--- config.mk ---
export PLATFORM = sky130hd
export DESIGN_NAME = async_reset_reg_vec
export DESIGN_NICKNAME = d
export VERILOG_FILES = /design/src/rtl/async_reset_reg_pkg.sv /design/src/rtl/async_reset_sync.sv /design/src/rtl/async_reset_reg_vec.sv
export SDC_FILE = /design/constraint.sdc
export NUM_CORES = 1
export LEC_CHECK = 0
export BUFFER_PORTS_ARGS = -buffer_cell sky130_fd_sc_hd__buf_2
export CAP_MARGIN = 10
export CORE_AREA = 10 10 47 49
export CTS_CLUSTER_SIZE = 10
export DETAILED_ROUTE_END_ITERATION = 10
export DIE_AREA = 0 0 57 59
export GPL_TIMING_DRIVEN = 0
export SLEW_MARGIN = 20
export SYNTH_ARGS = -nofsm -noshare
export SYNTH_HDL_FRONTEND = slang
export SYNTH_SLANG_ARGS = --single-unit
--- constraint.sdc ---
create_clock -name clk -period 1.2 [get_ports clk]
set_clock_uncertainty 0.05 [all_clocks]
set_input_delay 0.06 -clock clk [delete_from_list [all_inputs] [get_ports clk]]
set_output_delay 0.06 -clock clk [all_outputs]
set_load 0.02 [all_outputs]
--- src/rtl/async_reset_reg_pkg.sv ---
// Shared constants and helpers for the async-reset register pipeline family.
package async_reset_reg_pkg;

  localparam int DEPTH_DEFAULT    = 2;
  localparam int RST_SYNC_DEFAULT = 2;

  // Settle counter must hold the value DEPTH itself.
  function automatic int cnt_width(input int depth);
    return (depth < 1) ? 1 : $clog2(depth + 1);
  endfunction

endpackage

--- src/rtl/async_reset_sync.sv ---
// Reset-release synchronizer: rst asserts rst_i at once, release is delayed
// by RST_SYNC rising clk edges so downstream logic leaves reset cleanly.
module async_reset_sync
  import async_reset_reg_pkg::*;
#(
  parameter int RST_SYNC = RST_SYNC_DEFAULT
) (
  input  logic clk,
  input  logic rst,
  output logic rst_i
);

  logic [RST_SYNC-1:0] sync_p;

  always_ff @(posedge clk or posedge rst) begin
    if (rst) begin
      sync_p <= '1;
    end else begin
      sync_p <= {sync_p[RST_SYNC-2:0], 1'b0};
    end
  end

  assign rst_i = sync_p[RST_SYNC-1];

endmodule

--- src/rtl/async_reset_reg_vec.sv ---
// Multi-stage, multi-bit async-reset register pipeline with settle tracking.
// Define ASYNC_RESET_REG_VEC_CHANGE_EN to build the q_prev change detector.
module async_reset_reg_vec
  import async_reset_reg_pkg::*;
#(
  parameter int               WIDTH    = 1,
  parameter int               DEPTH    = DEPTH_DEFAULT,
  parameter logic [WIDTH-1:0] INIT     = '0,
  parameter int               RST_SYNC = RST_SYNC_DEFAULT
) (
  input  logic             clk,
  input  logic             rst,
  input  logic             en,
  input  logic [WIDTH-1:0] d,
  output logic [WIDTH-1:0] q,
  output logic             q_valid,
  output logic             changed
);

  localparam int             CW      = cnt_width(DEPTH);
  localparam logic [CW-1:0]  CNT_MAX = CW'(DEPTH);

  logic             rst_i;
  logic [WIDTH-1:0] stage_p [DEPTH];
  logic [CW-1:0]    cnt;

  async_reset_sync #(
    .RST_SYNC (RST_SYNC)
  ) u_sync (
    .clk   (clk),
    .rst   (rst),
    .rst_i (rst_i)
  );

  // Stage array: data runs as soon as rst drops, independent of rst_i.
  always_ff @(posedge clk or posedge rst) begin
    if (rst) begin
      for (int i = 0; i < DEPTH; i++) stage_p[i] <= INIT;
    end else if (en) begin
      stage_p[0] <= d;
      for (int i = 1; i < DEPTH; i++) stage_p[i] <= stage_p[i-1];
    end
  end

  assign q = stage_p[DEPTH-1];

  // Settle counter: counts enabled edges after the synchronized release.
  always_ff @(posedge clk or posedge rst) begin
    if (rst) begin
      cnt <= '0;
    end else if (rst_i) begin
      cnt <= '0;
    end else if (en && (cnt != CNT_MAX)) begin
      cnt <= cnt + 1'b1;
    end
  end

  assign q_valid = (cnt == CNT_MAX);

`ifdef ASYNC_RESET_REG_VEC_CHANGE_EN
  logic [WIDTH-1:0] q_prev;

  always_ff @(posedge clk or posedge rst) begin
    if (rst) begin
      q_prev <= INIT;
    end else if (en) begin
      q_prev <= q;
    end
  end

  assign changed = q_valid & (q != q_prev);
`else
  assign changed = 1'b0;
`endif

endmodule
Yosys cells after proc, flatten, opt, wreduce, memory -nomap -nowiden
Index checks and enable logic that the tools add are counted.

Register bits: 6. Bits of input ports: 4. Output and inout bits: 3. Logic and storage cells: 11.

$add $sub $neg: 1. Eq/ne operators: 2. Mux-type cells: 2. Reductions and logical operators: 2.

Operators with widths (count): $mux W2 (2); $add A2 B1 Y2 const B (1); $eq A2 B2 Y1 const B (1); $ne A2 B2 Y1 const B (1); $reduce_bool A2 Y1 (1); $logic_and A1 B1 Y1 (1).

Logic depth before layout (Yosys ltp)
Gate-level depths: netlist of the first run.

Word-level depth: 4. Depth in mapped cells: 4. Depth with buffers taken out: 4.

Modules after synthesis
From an unflattened synthesis of the first run, not the netlist that was laid out.

Cells, all modules: 22. Area, all modules: 276.5 um^2.

Modules (own cells, without submodules): async_reset_reg_vec (instances 1, cells an instance 18, area an instance 216.5 um^2, seq. area each 100.1 um^2); async_reset_sync (instances 1, cells an instance 4, area an instance 60.1 um^2, seq. area each 52.6 um^2).

Worst setup path after synthesis of the first run
Ideal clock, no wire load.

Path type: reg2reg. From: register cnt[0]. To: register cnt[0]. Library setup time: 0.125 ns. Arrival: 1.123 ns. Path slack: -0.098 ns. Stages on the path, launching flop included: 5. Buffers on the path: 0. Period minus slack after synthesis: 1.298 ns. Cells stage by stage: dfrtp_1 -> inv_1 -> ha_1 -> nor2b_4 -> mux2_4.

Word-level cells in the longest chain between the ends: 3. Elaborated cells between the ends (all ways): 6.

Ends and longest elaborated chain: start, declared (line async_reset_reg_vec.sv:25) `logic [CW-1:0] cnt;`; start signal, assigned (line async_reset_reg_vec.sv:54) `cnt <= cnt + 1'b1;`; $add A2 B1 Y2 / $ne A2 B2 Y1 (equally long branches) (line async_reset_reg_vec.sv:54, async_reset_reg_vec.sv:53); $mux W2 / $logic_and A1 B1 Y1 (equally long branches) (line async_reset_reg_vec.sv:53) `end else if (en && (cnt != CNT_MAX)) begin`; $mux W2 / $reduce_bool A2 Y1 (equally long branches).

Parallel ways exist; a longest one is shown, timed or not. The select of a mux whose other input is x is not followed. A chain may end at the register's enable or synchronous reset.

Final worst setup path of the first run
From: register cnt[1]. To: register cnt[1].

The elaborated chain is that of the path after synthesis.

==> impl_results.md, run 1 <==
- Hold Startpoint: en
- Pins Over Slew Limit: 0
- Total routed wirelength: 479 um
- Clk pwr share: 36.8%
- Slowest cell on crit path: dfrtp_1
- Initial antenna violation count: 0
- Clk sink count: 6
- Avg Inst Size Synth: 13.51 um^2
- Net Sw Power: 129.3 uW
- IO buf count: 5
- Yosys top cell by area: dfrtp_1
- Path type of the worst setup path: register to register
- Max incr delay on CP: 0.40 ns
- Residual DRC: 0
- Total power: 536.6 uW
- Yosys warns: 0
- Starting density of the core: 19.29%
- Longest Clk Path Bufs: 2
- Setup crit start kind: register
- Setup crit end kind: register
- Initial DRC count: 3
- FF-to-FF End: cnt[1]
- Tmin final: 1.180 ns
- Synth cell types: 12
- Critical path launch point: cnt[1]
- Final TNS setup: 0 ns
- Flops & latches, synth: 6
- Final Setup Violations: 0
- Vias in the first global route: 213
- RePlAce Congestion: 0.6414
- Clk_lat worst skew: 0.24 ns
- Comb pwr share: 18.8%
- Max VDD drop: 0.4354 mV
- Flop pwr share: 44.4%
- DR vias: 176
- Top cells by area, synth: dfrtp_1 (37%), dfstp_2 (19%), mux2_4 (11%), nor2b_4 (5.1%), ha_1 (4.6%)
- Hold Path Class: input port to register
- Routed wire length per instance: 9.776 um
- Pwr per Cell Area: 1393 nW/um^2
- Post-Syn Area: 270.3 um^2
- Leakage: 0.0001884 uW
- Largest net degree at the start of global routing: 7
- Cell depth of the worst flop-to-flop path: 3
- CP delay by family, top: flip-flops
- Hold Fails Final Rpt: 0
- Fmax: 847.5 MHz
- Max Cap Violations: 0
- Seq/Total Area, Yosys: 56.48%
- Core region area: 1401 um^2
- CTS tree: done
- Total track usage: 3.649%
- Vias/cell: 3.592
- CP Cell Sequence: ha_4 -> nor2b_4 -> mux2_4
- Total grt overflow: 0
- Post-DP HPWL: 356.6 um
- Synthesized instance count: 20
- Share of the synthesized area in the top cell type: 37.04%
- Power Internal: 407.4 uW
- First-pass GRT wire length: 910 um
- Num ports: 7
- Die width: 57 um
- Switching share of power: 24.09%
- Fraction of layout cells with a size suffix above 1: 54.55%
- Critical path buffer and inverter count: 0
- Worst path required time: 1.27 ns
- Reg2reg start: cnt[1]
- Post-DRT Antenna Nets: 0
- Area grow syn2layout: 42.59%
- Fin nets: 39
- Total CTS buffers: 3
- Hold slack: 0.04459 ns
- Die Area: 3363 um^2
- H-tree depth: 1
- Arr. time, crit path: 1.25 ns
- FP Rows: 14
- N_diodes: 0
- Drt pass-1 iters: 2
- Hold Path Depth: 2
- Status: complete, no violations
- Layout fillers: 159
- Peak fanout along the critical path: 2
- Clk root buf: clkbuf_4
- Unrepaired setup endpoints after global routing: true
- Reg-to-reg slack, setup: 0.02 ns
- Crit share post-route: 98.33%
- WHS Endpoint: stage_p[1]
- Die height: 59 um
- Clock transition at path regs: 0.05 ns
## sequential cells by signal, summed over array words and instances, names as in the netlist
| register | flops |
|---|---|
| cnt | 2 |
| q | 1 |
| u_sync.sync_p | 2 |
| stage_p | 1 |
## logic make-up after synthesis
family | Yosys count | synth area share [%]
DFF | 6 | 56.48
and+or+nand+nor | 5 | 12.50
muxes | 4 | 19.44
buffers and inverters | 3 | 5.558
adders and majority gates | 1 | 4.629
other | 1 | 1.388
## how the worst max path moves through the flow
stage	endpoint	depth (start not counted)	slack, ns
2_1_floorplan	cnt[0]	4	0.02
3_3_place_gp	cnt[1]	4	-0.0007
3_5_place_dp	cnt[1]	4	-0.02
4_1_cts	cnt[1]	4	0.01
5_1_grt	cnt[1]	4	-0.04
6_report	cnt[1]	3	0.02
## layout make-up
cell class | count | area [um^2] | area share (%)
timing repair buffer | 8 | 52.55 | 13.64
inverter | 2 | 7.507 | 1.948
buffer | 1 | 7.507 | 1.948
tap | 16 | 20.02 | 5.195
sequential | 6 | 152.6 | 39.61
multi-input combinational | 12 | 118.9 | 30.84
clock buffer | 4 | 26.28 | 6.818
## power by group through the flow
stage / Sequential (uW) / Combinational, uW / Clock, uW
floorplan: 244 / 64.8 / 0
global placement: 240 / 88.4 / 0
detailed placement: 241 / 90.2 / 0
CTS: 237 / 103 / 210
global route: 242 / 112 / 224
finish: 238 / 101 / 198
## metal layers
metal	vias up	part of all wire (%)	GRT usage [%]	routed length [um]
li1	85	-	-	-
met1	83	43	3.133	206
met2	8	46	5.426	218
met3	0	11	3.648	54
met4	0	0	2.013	0
met5	-	0	0	0
## cell usage after synthesis (all sizes together)
| cell | count |
|---|---|
| nor2 | 2 |
| mux2 | 4 |
| inv | 2 |
| nor2b | 3 |
| dfstp | 2 |
| buf | 1 |
| ha | 1 |
| dfrtp | 4 |
| conb | 1 |
## placed cells by master (no fill, tap or decap)
master | Yosys | layout
dfrtp_1 | 4 | 4
nor2b_4 | 1 | 1
clkbuf_1 | 0 | 1
buf_2 | 0 | 5
buf_4 | 1 | 2
dlygate4sd3_1 | 0 | 2
mux2_4 | 2 | 2
conb_1 | 1 | 2
nor2b_1 | 2 | 2
ha_4 | 0 | 1
inv_1 | 2 | 1
mux2_1 | 1 | 1
inv_2 | 0 | 1
dfstp_2 | 2 | 2
nor2_1 | 2 | 2
mux2_2 | 1 | 1
clkbuf_4 | 0 | 3
## per-stage QoR
stage / cells / cell area, um^2 / util [%] / worst slack (ns)
floorplan: 21 / 286.5 / - / 0.01871
global placement: 42 / 331.6 / 23.66 / -0.0006650
detailed placement: 42 / 331.6 / 23.66 / -0.01639
CTS: 49 / 385.4 / 27.50 / 0.01350
global route: 49 / 385.4 / 27.50 / -0.03928
finish: 49 / 385.4 / 27.50 / 0.02000
## what timing repair did
item,4_1_cts,5_1_grt
hold buffers,2,0
buffers inserted,1,0
hold endpoints to repair,7,0
setup endpoints to repair,2,2
resized for setup,0,1
pin swaps,0,1
No activity file was read; power rests on OpenSTA's default activity.
==> run 2, diff against run 1 <==
- SYNTH_HIERARCHICAL: default -> 1
==> run 2 against run 1 <==
Compared with the run above:
- the run now ends with setup timing left
- non-clock buffer count stayed put
- cell area up 0.65%
- sequential share of layout area fell by 0.26 points
- via count grew 2.8%
- largest cell class unchanged
==> impl_results.md, run 2 <==
- Status: complete, but fails checks
- Failing checks: setup timing
- Final Setup Violations: 2
- Total routed wirelength: 451 um
- Initial DRC count: 2
- Layout fillers: 165
- Tmin final: 1.282 ns
- Post-DRT Antenna Nets: 0
- Total track usage: 3.163%
- Post-synth EDFFs: 0
- Core region area: 1401 um^2
- Avg Inst Size Synth: 12.57 um^2
- Hold Fails Final Rpt: 0
- RePlAce Congestion: 0.7007
- Crit share post-route: 106.9%
- Flops & latches, synth: 6
- Synth cell types: 12
- Max VDD drop: 0.4557 mV
- Placed cells: 43
- Commonest non-fill, non-tap cells in the layout: buf_2 (5), dfrtp_1 (4), clkbuf_4 (3)
- Clk sink count: 6
- Net Sw Power: 132.2 uW
- Reg-to-reg slack, setup: -0.08 ns
- Num ports: 7
- Residual DRC: 0
- Total CTS buffers: 3
- Pwr per Cell Area: 1391 nW/um^2
- Switching share of power: 24.51%
- Leakage: 0.0001984 uW
- FP Rows: 14
- Flop pwr share: 43.9%
- Power Internal: 407.3 uW
- Setup WS post-layout: -0.08220 ns
- Arr. time, crit path: 1.36 ns
- Starting density of the core: 19.73%
- First-pass GRT wire length: 752 um
- Setup crit start kind: register
- N_diodes: 0
- Worst path required time: 1.28 ns
- IO buf count: 5
- Clk pwr share: 37.8%
- Path type of the worst setup path: register to register
- Most frequent cell after synthesis: dfrtp_1
- Non-filler cells, final: 50
- Yosys warns: 6
- Clk_lat worst skew: 0.25 ns
- Place WS: -0.08902 ns
- Total power: 539.5 uW
- Fmax: 779.9 MHz
- Clock transition at path regs: 0.05 ns
- Total grt overflow: 0
- Vias/cell: 3.620
- Post-DP HPWL: 365 um
- Yosys top cell by area: dfrtp_1
- CTS tree: done
- Fin nets: 40
- Top cells by count, synth: dfrtp_1 (4), inv_1 (3)
- DR vias: 181
- Longest Clk Path Bufs: 2
- Die width: 57 um
- Die Area: 3363 um^2
- Ys flop type: dfrtp_1
- Synthesized Nets: 27
- Hold Path Class: input port to register
- Initial antenna violation count: 0
- Clk root buf: clkbuf_4
- Unrepaired setup endpoints after global routing: true
- Top cells by area, synth: dfrtp_1 (36%), dfstp_2 (19%), mux2_4 (11%), and2b_1 (5.4%), ha_1 (4.5%)
- Area after DPL: 334.1 um^2
- Async S/R FF share, synth: 100.0%
- Largest net degree at the start of global routing: 5
- Vias in the first global route: 189
- Max Cap Violations: 0
- Commonest non-fill, non-tap cell in the layout: buf_2
- Die height: 59 um
- Seq/Total Area, Yosys: 55.20%
- H-tree depth: 1
- Area grow syn2layout: 40.27%
- Peak fanout along the critical path: 2
- Post-Syn Area: 276.5 um^2
- Fraction of layout cells with a size suffix above 1: 52.94%
- Synthesized instance count: 22
- Share of the synthesized area in the top cell type: 36.20%
- Biggest regs: cnt x2, u_sync/sync_p x2
- Pins Over Slew Limit: 0
- Routed wire length per instance: 9.020 um
- Final TNS setup: -0.1605 ns
- Comb pwr share: 18.3%
- Design Area, Final: 387.9 um^2
- Setup crit end kind: register
- Drt pass-1 iters: 2
## run 2: cells by family after synthesis
kind of cell,Yosys count,synth area share (%)
simple gates,5,11.76
other cells,2,2.716
flops,6,55.20
fa+ha+maj,1,4.524
mux,4,19.00
buf+inv,4,6.788
## run 2: critical path, cell delays in order (launching register included)
cell and delay, ns:
dfrtp_1 0.40, ha_4 0.17, and2b_4 0.26, mux2_4 0.29
## run 2: cell type report
class	instances	area [um^2]	area share [%]
Inverter	3	11.26	2.903
Tap cell	16	20.02	5.161
Sequential cell	6	152.6	39.35
Clock buffer	4	26.28	6.774
Buffer	1	7.507	1.935
Timing Repair Buffer	8	52.55	13.55
Multi-Input combinational cell	12	117.6	30.32
## run 2: final timing paths
path | startpoint | to | cells after the start
min in group asynchronous | rst | q | 3
hold reg to reg | u_sync/sync_p[0] | u_sync/sync_p[1] | 0
setup / recovery | cnt[1] | cnt[0] | 3
max in group asynchronous | rst | u_sync/sync_p[1] | 3
setup reg to reg | cnt[1] | cnt[0] | 3
hold / removal | en | stage_p[1] | 2
## run 2: power by group through the flow
| stage | clock network [uW] | registers [uW] | logic [uW] |
|---|---|---|---|
| 4_1_cts | 221 | 236 | 101 |
| 3_3_place_gp | 0 | 240 | 86.8 |
| 3_5_place_dp | 0 | 240 | 88.3 |
| 2_1_floorplan | 0 | 245 | 63.0 |
| 6_report | 204 | 237 | 98.5 |
| 5_1_grt | 228 | 240 | 111 |
## run 2: repair_timing
| item | 4_1_cts | 5_1_grt |
|---|---|---|
| pin swaps | 1 | 1 |
| gates resized for setup | 0 | 1 |
| hold buffers | 2 | 0 |
| endpoints found under the setup margin | 2 | 2 |
| endpoints found under the hold margin | 7 | 0 |
| setup buffers | 1 | 0 |
## run 2: metrics by stage
step | hold slack, ns | utilization [%]
after global placement | -0.08539 | 23.84
after global routing | 0.03423 | 27.68
final | 0.03365 | 27.68
after floorplan | -0.2239 | -
after detailed placement | -0.08187 | 23.84
after CTS | 0.02300 | 27.68
## run 2: per-layer routing
layer	wire length (um)	global-route usage (%)	up-vias
li1	-	-	86
met1	229	3.469	84
met2	164	3.256	9
met3	41	1.717	2
met4	15	5.034	0
met5	0	0	-
